==> src/rtl/step_ramp_pkg.sv <==
// rtl/step_ramp_pkg.sv - shared state encodings and default width for the step ramp
package step_ramp_pkg;

  localparam int DEF_SIZE = 64;

  typedef enum logic [1:0] {
    ST_IDLE   = 2'd0,
    ST_ACCEL  = 2'd1,
    ST_CRUISE = 2'd2,
    ST_DECEL  = 2'd3
  } state_e;

endpackage

==> src/rtl/step_ramp_if.sv <==
// rtl/step_ramp_if.sv - command/status bundle between motion controller and step ramp
interface step_ramp_if
  import step_ramp_pkg::*;
#(
  parameter int SIZE = DEF_SIZE
);

  logic            start_in;
  logic            stop_in;
  logic [SIZE-1:0] target_in;
  logic [SIZE-1:0] speed_out;
  logic            step_enable_out;
  logic            busy_out;
  logic            done_out;
  logic [1:0]      state_out;

  modport master (
    output start_in, stop_in, target_in,
    input  speed_out, step_enable_out, busy_out, done_out, state_out
  );

  modport slave (
    input  start_in, stop_in, target_in,
    output speed_out, step_enable_out, busy_out, done_out, state_out
  );

endinterface

==> src/rtl/step_ramp_ramp_tick.sv <==
// rtl/step_ramp_ramp_tick.sv - free-running ramp update tick divider
module ramp_tick #(
  parameter int RAMP_DIV = 50000
) (
  input  logic clk_in,
  input  logic reset_n_in,
  input  logic clear_in,
  input  logic run_in,
  output logic tick_out
);

  localparam int            CW   = (RAMP_DIV > 1) ? $clog2(RAMP_DIV) : 1;
  localparam logic [CW-1:0] LAST = CW'(RAMP_DIV - 1);

  logic [CW-1:0] cnt_q;
  logic [CW-1:0] cnt_d;

  always_comb begin
    cnt_d = cnt_q;
    if (clear_in) begin
      cnt_d = '0;
    end else if (run_in) begin
      cnt_d = (cnt_q == LAST) ? '0 : cnt_q + CW'(1);
    end
  end

  always_ff @(posedge clk_in or negedge reset_n_in) begin
    if (!reset_n_in) begin
      cnt_q <= '0;
    end else begin
      cnt_q <= cnt_d;
    end
  end

  assign tick_out = (cnt_q == LAST);

endmodule

==> src/rtl/step_ramp.sv <==
// rtl/step_ramp.sv - trapezoidal step-divider profile generator feeding the motor driver
module step_ramp
  import step_ramp_pkg::*;
#(
  parameter int              SIZE        = DEF_SIZE,
  parameter int              RAMP_DIV    = 50000,
  parameter logic [SIZE-1:0] DELTA       = 64'd100,
  parameter logic [SIZE-1:0] SLOW_PERIOD = 64'd100000,
  parameter logic [SIZE-1:0] MIN_PERIOD  = 64'd2
) (
  input  logic        clk_in,
  input  logic        reset_n_in,
  step_ramp_if.slave  bus
);

  state_e          state_q, state_d;
  logic [SIZE-1:0] speed_q, speed_d;
  logic [SIZE-1:0] tgt_q, tgt_d;
  logic            en_q, en_d;
  logic            busy_q, busy_d;
  logic            done_q, done_d;
  logic            tick;
  logic            clear_tick;

  ramp_tick #(
    .RAMP_DIV (RAMP_DIV)
  ) u_ramp_tick (
    .clk_in     (clk_in),
    .reset_n_in (reset_n_in),
    .clear_in   (clear_tick),
    .run_in     (state_q != ST_IDLE),
    .tick_out   (tick)
  );

  always_comb begin
    state_d    = state_q;
    speed_d    = speed_q;
    tgt_d      = tgt_q;
    en_d       = en_q;
    done_d     = 1'b0;
    clear_tick = 1'b0;
    case (state_q)
      ST_IDLE: begin
        if (bus.start_in) begin
          state_d    = ST_ACCEL;
          en_d       = 1'b1;
          clear_tick = 1'b1;
          if (bus.target_in < MIN_PERIOD) begin
            tgt_d = MIN_PERIOD;
          end else if (bus.target_in > SLOW_PERIOD) begin
            tgt_d = SLOW_PERIOD;
          end else begin
            tgt_d = bus.target_in;
          end
        end
      end
      ST_ACCEL: begin
        // Stop beats a same-cycle tick; compare against tgt+DELTA so speed never underflows.
        if (bus.stop_in) begin
          state_d = ST_DECEL;
        end else if (tick) begin
          if (speed_q <= tgt_q + DELTA) begin
            speed_d = tgt_q;
            state_d = ST_CRUISE;
          end else begin
            speed_d = speed_q - DELTA;
          end
        end
      end
      ST_CRUISE: begin
        if (bus.stop_in) begin
          state_d = ST_DECEL;
        end
      end
      ST_DECEL: begin
        if (tick) begin
          if (speed_q >= SLOW_PERIOD - DELTA) begin
            speed_d = SLOW_PERIOD;
            en_d    = 1'b0;
            done_d  = 1'b1;
            state_d = ST_IDLE;
          end else begin
            speed_d = speed_q + DELTA;
          end
        end
      end
      default: state_d = ST_IDLE;
    endcase
    busy_d = (state_d != ST_IDLE);
  end

  always_ff @(posedge clk_in or negedge reset_n_in) begin
    if (!reset_n_in) begin
      state_q <= ST_IDLE;
      speed_q <= SLOW_PERIOD;
      tgt_q   <= SLOW_PERIOD;
      en_q    <= 1'b0;
      busy_q  <= 1'b0;
      done_q  <= 1'b0;
    end else begin
      state_q <= state_d;
      speed_q <= speed_d;
      tgt_q   <= tgt_d;
      en_q    <= en_d;
      busy_q  <= busy_d;
      done_q  <= done_d;
    end
  end

  assign bus.speed_out       = speed_q;
  assign bus.step_enable_out = en_q;
  assign bus.busy_out        = busy_q;
  assign bus.done_out        = done_q;
  assign bus.state_out       = state_q;

endmodule

==> src/flat_wrapper.sv <==
// flat-port wrapper written by rule: the top's interface ports become plain ports
module step_ramp_flat import step_ramp_pkg::*;
#(
  parameter int              SIZE        = DEF_SIZE,
  parameter int              RAMP_DIV    = 50000,
  parameter logic [SIZE-1:0] DELTA       = 64'd100,
  parameter logic [SIZE-1:0] SLOW_PERIOD = 64'd100000,
  parameter logic [SIZE-1:0] MIN_PERIOD  = 64'd2
)
  (clk_in, reset_n_in, bus_start_in, bus_stop_in, bus_target_in, bus_speed_out, bus_step_enable_out, bus_busy_out, bus_done_out, bus_state_out);
  step_ramp_if #(.SIZE(SIZE)) bus_i ();
  input  logic clk_in;
  input  logic reset_n_in;
  input wire logic [$bits(bus_i.start_in)-1:0] bus_start_in;
  input wire logic [$bits(bus_i.stop_in)-1:0] bus_stop_in;
  input wire logic [$bits(bus_i.target_in)-1:0] bus_target_in;
  output wire logic [$bits(bus_i.speed_out)-1:0] bus_speed_out;
  output wire logic [$bits(bus_i.step_enable_out)-1:0] bus_step_enable_out;
  output wire logic [$bits(bus_i.busy_out)-1:0] bus_busy_out;
  output wire logic [$bits(bus_i.done_out)-1:0] bus_done_out;
  output wire logic [$bits(bus_i.state_out)-1:0] bus_state_out;
  assign bus_i.start_in = bus_start_in;
  assign bus_i.stop_in = bus_stop_in;
  assign bus_i.target_in = bus_target_in;
  assign bus_speed_out = bus_i.speed_out;
  assign bus_step_enable_out = bus_i.step_enable_out;
  assign bus_busy_out = bus_i.busy_out;
  assign bus_done_out = bus_i.done_out;
  assign bus_state_out = bus_i.state_out;
  step_ramp #(.SIZE(SIZE), .RAMP_DIV(RAMP_DIV), .DELTA(DELTA), .SLOW_PERIOD(SLOW_PERIOD), .MIN_PERIOD(MIN_PERIOD)) u_core (.clk_in(clk_in), .reset_n_in(reset_n_in), .bus(bus_i));
endmodule
==> config.mk <==
export PLATFORM = sky130hd
export DESIGN_NAME = step_ramp_flat
export DESIGN_NICKNAME = d
export VERILOG_FILES = /design/src/rtl/step_ramp_pkg.sv /design/src/rtl/step_ramp_if.sv /design/src/rtl/step_ramp_ramp_tick.sv /design/src/rtl/step_ramp.sv /design/src/flat_wrapper.sv
export SDC_FILE = /design/constraint.sdc
export NUM_CORES = 1
export LEC_CHECK = 0
export CORE_AREA = 2 2 127 178
export DETAILED_ROUTE_END_ITERATION = 10
export DIE_AREA = 0 0 129 180
export GPL_ROUTABILITY_DRIVEN = 1
export PLACE_DENSITY = 0.76
export SETUP_SLACK_MARGIN = 0.02
export SYNTH_ARGS = -nofsm -noshare
export SYNTH_HDL_FRONTEND = slang
export SYNTH_SLANG_ARGS = --single-unit
==> constraint.sdc <==
create_clock -name clk_in -period 6.2 [get_ports clk_in]
set_input_delay 0.62 -clock clk_in [delete_from_list [all_inputs] [get_ports clk_in]]
set_output_delay 0.62 -clock clk_in [all_outputs]
set_load 0.02 [all_outputs]
==> flow_metrics.tcl, run 1 <==
set metrics [dict create \
    status "finished, final reports clean" \
    dr.pass1.iters 6 \
    diodes 0 \
    pre_cts_ws_ns 0.576 \
    seq_area_frac_synth 0.352 \
    yosysWarnings 0 \
    cts-resized-gates 0 \
    syn_to_final_growth_pct 21.3 \
    dp_hpwl_mm 22.8 \
    drv_slew 0 \
    drt_wl_total_mm 31.6 \
    core_area_um2 21700 \
    fp.dieArea_um2 23200 \
    first_iter_violations 798 \
    skew_ns 0.0127 \
    synth_area_leaders "dfrtp_1 32%, ha_1 8.0%, a21oi_1 4.6%" \
    fin_setup_tns_ns 0 \
    grt.total_usage 0.274 \
    via_per_inst 6.15 \
    irDropWorstVdd_mv 0.182 \
    timing.fmax_mhz 176 \
    nets 1493 \
    die_h_um 180 \
    port_buffers 136 \
    die_width_um 129 \
    synthArstFlopShare 1.00 \
    rsz0062_at_grt "false" \
    grt_max_degree 101 \
    cts-buffers-inserted 17 \
    clock_latency_ns 0.43 \
    critPathKind "reg2reg" \
    num_io_pins 137 \
    grt_pass1_vias 10200 \
    fin_cells 1667 \
    worstHoldPathType "in2async" \
    maxSlewHeadroom 0.330 \
    antenna_found_initial 0 \
    worst_setup_path_end_kind "flop" \
    hold_viol 0 \
    synth_cells 1239 \
    ys.flop_type "dfrtp_1" \
    synth-edff-count 0 \
    ff_latch_area_um2 3740 \
    yosys.area.top_type_share 0.322 \
    critPathLaunchType "flop" \
    crit_required_ns 6.53 \
    worstPathArrival_ns 6.02 \
    cts_root_buf "clkbuf_16" \
    cts_hold_buf 0 \
    drc 0 \
    finalCritPeriodShare 0.918 \
    postCtsSetupBuffers 0 \
    overflow 0 \
    placed_cells 1635 \
    synth_cell_types 68 \
    yosysTopAreaCell "dfrtp_1" \
    path_clk_slew_ns 0.06 \
    synth-seq-cells 149 \
    grt_pass1_wl_mm 51.2 \
    multi_input_area_um2 6480 \
    cellPowerDensity_nw_per_um2 159 \
    drive_gt1_frac 0.0723 \
    synthesis.nets 1375 \
    wl_per_cell_um 19.0 \
    vias 10300 \
    clkSinkCount 149 \
    num_rows 64 \
    layout_min_cycle_time_ns 5.69 \
    finalSetupViolCount 0 \
    cts_max_level 4 \
    ant_nets 0 \
    avgSynthCellArea_um2 8.59 \
    start_util 0.490 \
    crit_fanout 12 \
    syn_area_um2 10600 \
    p_leak_uw 0.00555 \
    fillers 1905 \
    cap_viol_max_count 0 \
    cts.path.max_buffers 2 \
    fin_ws_ns 0.510 \
    tritoncts "built" \
    worst_pin_slew_ns 1.00 \
    gp_congestion 0.960 \
]
-- flip-flops by register name (all words and copies together) (netlist names) --
| signal | flops |
|---|---|
| u_core.tgt_q | 64 |
| u_core.bus.step_enable_out | 1 |
| u_core.bus.done_out | 1 |
| u_core.bus.speed_out | 64 |
| u_core.bus.state_out | 2 |
| u_core.u_ramp_tick.cnt_q | 16 |
| u_core.bus.busy_out | 1 |
-- placed cells by master, fill, tap and decap left out, types with 15 or more instances in the layout --
| cell | instances |
|---|---|
| clkdlybuf4s50_1 | 135 |
| or4_1 | 15 |
| nor2_1 | 74 |
| dfrtp_1 | 137 |
| a21oi_1 | 95 |
| xnor2_1 | 19 |
| xor2_1 | 48 |
| nor3_1 | 44 |
| and3_1 | 30 |
| mux2i_1 | 47 |
| o21ai_0 | 46 |
| nand2_1 | 102 |
| ha_1 | 68 |
| buf_4 | 16 |
| o22ai_1 | 48 |
| inv_1 | 59 |
| clkbuf_16 | 17 |
| nand3_1 | 61 |
| and2_1 | 53 |
| nor4_1 | 27 |
| or3_1 | 20 |
| nand4_1 | 40 |
-- worst paths after layout --
path | cells after the start | start | slack (ns) | end
worst min-delay path | 1 | reset_n_in | 0.31 | u_core.bus.speed_out[52]
min in group clk_in | 1 | u_core.u_ramp_tick.cnt_q[15] | 0.48 | u_core.u_ramp_tick.cnt_q[15]
max in group asynchronous | 2 | reset_n_in | 4.65 | u_core.tgt_q[18]
worst max register to register | 18 | u_core.tgt_q[10] | 0.51 | u_core.bus.speed_out[62]
worst min register to register | 1 | u_core.u_ramp_tick.cnt_q[15] | 0.48 | u_core.u_ramp_tick.cnt_q[15]
worst max-delay path | 18 | u_core.tgt_q[10] | 0.51 | u_core.bus.speed_out[62]
-- critical path, cell delays in order, from the launching register on --
cell     delay [ns]
dfstp_2        0.57
and3_1         0.22
and2_1         0.18
nand4_1        0.24
or4_1          0.63
and4b_1        0.38
and4_1         0.35
nand2_1        0.10
xor2_1         0.15
ha_1           0.30
a21oi_1        0.13
nand2_1        0.06
a221o_1        0.35
a221o_1        0.34
nor4_2         0.65
a21oi_4        0.26
buf_4          0.28
mux2_2         0.29
o22ai_1        0.10
-- metal layers --
metal	up-vias	track usage	share of wire
met5	-	0	0
met4	0	0.132	0.041
met3	94	0.0408	0.052
met2	436	0.477	0.51
met1	4948	0.327	0.40
li1	4777	-	-
-- per-stage QoR --
step | utilization | instance area (um2) | hold WS, ns | total power (uW)
floorplan | - | 10600 | 0.324 | 993
global placement | 0.569 | 12300 | 0.457 | 1060
detailed placement | 0.569 | 12300 | 0.468 | 1060
CTS | 0.595 | 12900 | 0.358 | 2060
global route | 0.595 | 12900 | 0.390 | 2100
finish | 0.595 | 12900 | 0.313 | 2050
-- synthesized netlist by cell type, types with 9 or more instances --
master      n
dfrtp_1   137
nand2_1   103
a21oi_1    97
nor2_1     74
ha_1       68
nand3_1    62
inv_1      59
and2_1     53
o22ai_1    48
xor2_1     48
mux2i_1    47
o21ai_0    46
nor3_1     45
nand4_1    40
clkbuf_1   35
and3_1     30
nor4_1     27
or3_1      20
xnor2_1    19
or4_1      15
dfstp_2    12
a21o_1     11
a22o_1     11
or2_2      11
buf_2      10
o31ai_1     9
-- kinds of logic after synthesis --
family,Yosys count,share of synthesized area
simple gates,519,0.264
xor+xnor,67,0.0552
fa+ha+maj,68,0.0800
mux,48,0.0453
buf+inv,114,0.0420
compound gates,274,0.161
flops,149,0.352
-- where the power goes --
part | switching (uW) | internal [uW]
Combinational | 29.4 | 38.9
Clock | 434 | 573
Sequential | 0.0000000000000867 | 973
Total | 463 | 1580
-- final cells by class --
type	count	area share
Clock buffer	21	0.0357
Clock inverter	11	0.00776
Inverter	59	0.0172
Multi-Input combinational cell	976	0.502
Sequential cell	149	0.290
Tap cell	297	0.0288
Timing Repair Buffer	154	0.118
Power figures use the tool's default switching activity.
==> run 2, diff against run 1 <==
- CTS_CLUSTER_SIZE: not set -> 14
- PLACE_DENSITY: 0.76 -> 0.79
- clock period: 6.2 -> 5.05 ns (I/O delays scaled with it)
==> run 2 against run 1 <==
Net effect: the flow now finishes with violations (negative setup slack); critical endpoint is now u_core.bus.speed_out[6]; sequential power rose by 22%; count of clock-buffer cells in the layout decreased by 3; final cell count increased by 3.8%; combinational power up 24%; critical path depth is 1 higher.
==> flow_metrics.tcl, run 2 (synthesis results as in run 1) <==
set metrics [dict create \
    status "finished, violations left" \
    violations "negative setup slack" \
    die_h_um 180 \
    port_buffers 136 \
    grt_pass1_vias 10800 \
    num_rows 64 \
    fillers 1787 \
    placed_area_um2 12800 \
    grt.met1_usage 0.331 \
    worst_pin_slew_ns 0.995 \
    timing.fmax_mhz 194 \
    crit_required_ns 5.36 \
    cts_root_buf "clkbuf_16" \
    finalHoldWorstSlack_ns 0.202 \
    tritoncts "built" \
    cts.path.max_buffers 2 \
    cap_viol_max_count 0 \
    swShare 0.240 \
    antenna_found_initial 0 \
    worst-path-buf-inv 4 \
    diodes 0 \
    critPathKind "reg2reg" \
    grtUsageMet2 0.495 \
    critPathMaxStageDelay_ns 0.53 \
    die_width_um 129 \
    start_util 0.490 \
    first_iter_violations 1004 \
    slowest_stage "dfstp_2" \
    cellPowerDensity_nw_per_um2 186 \
    top_usage_layer "met2" \
    critPathLaunchType "flop" \
    mostFrequentLayoutCells "136 x dfrtp_1, 135 x clkdlybuf4s50_1, 101 x nand2_1, 91 x a21oi_1, 74 x nor2_1" \
    core_area_um2 21700 \
    path_cells "nand4_1 > or3_1 > or4_4 > and4b_1 > and4_4 > buf_6 > nand3_1 > xor2_1 > ha_1 > nand4_1 > nor4_2 > buf_4 > nand4_1 > buf_4 > o31ai_1 > buf_4 > a21oi_4 > and3_1 > or3_1" \
    finalSetupViolCount 31 \
    p_switching_uw 612 \
    rsz0062_at_grt "true" \
    fp.dieArea_um2 23200 \
    clock_latency_ns 0.44 \
    dp_hpwl_mm 23.6 \
    path_clk_slew_ns 0.06 \
    num_io_pins 137 \
    p_leak_uw 0.00593 \
    path_depth 19 \
    final_common_cell "dfrtp_1" \
    grt_pass1_wl_mm 53.1 \
    drc 0 \
    ant_nets 0 \
    combPwrFrac 0.033 \
    ff2ff_path_depth 19 \
    skew_ns 0.00778 \
    layout_min_cycle_time_ns 5.16 \
    wl_per_cell_um 19.2 \
    crit_fanout 8 \
    cts_max_level 4 \
    overflow 0 \
    grt.met3_usage 0.0399 \
    clkSinkCount 149 \
    drv_slew 0 \
    fin_ws_ns -0.107 \
    power_frac_seq 0.469 \
    via_per_inst 6.21 \
    drt_wl_total_mm 33.2 \
    drive_gt1_frac 0.130 \
    p_clk_frac 0.498 \
    worst_setup_path_end_kind "flop" \
    hold_viol 0 \
    maxSlewHeadroom 0.337 \
    cp_top_family "simple AND/OR/NAND/NOR gates" \
    nets 1556 \
    irDropWorstVdd_mv 0.214 \
    vias 10700 \
    dr.pass1.iters 5 \
    p_int_uw 1930 \
    stdcell_area_um2 13700 \
    cts-buffers-inserted 17 \
    finalCritPeriodShare 1.02 \
    gp_congestion 0.946 \
    grt.total_usage 0.284 \
    grt_max_degree 104 \
    worstHoldPathType "in2async" \
    worstPathArrival_ns 5.47 \
    syn_to_final_growth_pct 28.6 \
]
## run 2: cell types whose count changed in the layout (fill, tap and decap cells not counted), sizes merged
cell	delta
inv	+4
clkinvlp	-4
clkbuf	+1
buf	+59
clkinv	+3
## run 2: path summary, 6_finish.rpt
| check | slack (ns) | endpoint | startpoint |
|---|---|---|---|
| worst max-delay path | -0.11 | u_core.bus.speed_out[6] | u_core.tgt_q[15] |
| worst min-delay path | 0.20 | u_core.tgt_q[13] | reset_n_in |
| worst max register to register | -0.11 | u_core.bus.speed_out[6] | u_core.tgt_q[15] |
| worst min register to register | 0.49 | u_core.u_ramp_tick.cnt_q[15] | u_core.u_ramp_tick.cnt_q[15] |
| max in group asynchronous | 3.66 | u_core.bus.speed_out[48] | reset_n_in |
| min in group clk_in | 0.49 | u_core.u_ramp_tick.cnt_q[15] | u_core.u_ramp_tick.cnt_q[15] |
## run 2: area by class of cell
type                       instances  area (um2)  share of cell area
multi-input combinational        976        6610               0.483
sequential                       149        3740               0.274
timing repair buffer             217        2160               0.158
clock buffer                      18         429              0.0314
tap                              297         372              0.0272
inverter                          59         221              0.0162
clock inverter                    14         144              0.0105
## run 2: repair_timing
item	4_1_cts	5_1_grt
pin swaps	0	30
gates cloned	0	4
endpoints found under the setup margin	58	65
buffers inserted	0	7
hold buffers	0	0
resized for setup	5	36
## run 2: metrics by stage
stage | power, uW | TNS (ns) | utilization | std cells | worst slack, ns
2_1_floorplan | 1220 | 0 | - | 1239 | 0.0910
3_3_place_gp | 1300 | 0 | 0.588 | 1687 | 0.0196
3_5_place_dp | 1300 | -2.60 | 0.588 | 1687 | -0.107
4_1_cts | 2550 | 0 | 0.616 | 1719 | 0.0232
5_1_grt | 2610 | -5.27 | 0.630 | 1730 | -0.186
6_report | 2550 | -0.742 | 0.630 | 1730 | -0.107
## run 2: worst reg2reg max path: cells and delay by family, from the launching register on
kind | cells | cell delay [ns]
adder cells (fa/ha/maj) | 1 | 0.28
XOR/XNOR | 1 | 0.16
flip-flops | 1 | 0.53
buffers and inverters | 4 | 0.72
AND/OR/NAND/NOR | 11 | 2.98
AO/OA/AOI/OAI | 2 | 0.39
## run 2: power groups by stage
stage | Clock [uW] | Sequential (uW) | Combinational (uW)
final | 1270 | 1190 | 84.9
after global routing | 1320 | 1190 | 94.4
after CTS | 1270 | 1190 | 87.1
after detailed placement | 0 | 1220 | 87.0
after global placement | 0 | 1220 | 85.5
after floorplan | 0 | 1220 | 3.52
## run 2: metal layers
| layer | wire length, um | vias up | part of all wire |
|---|---|---|---|
| met5 | 0 | - | 0 |
| met4 | 1700 | 0 | 0.051 |
| met3 | 2160 | 137 | 0.065 |
| met2 | 16700 | 528 | 0.50 |
| met1 | 12600 | 5155 | 0.38 |
| li1 | - | 4926 | - |
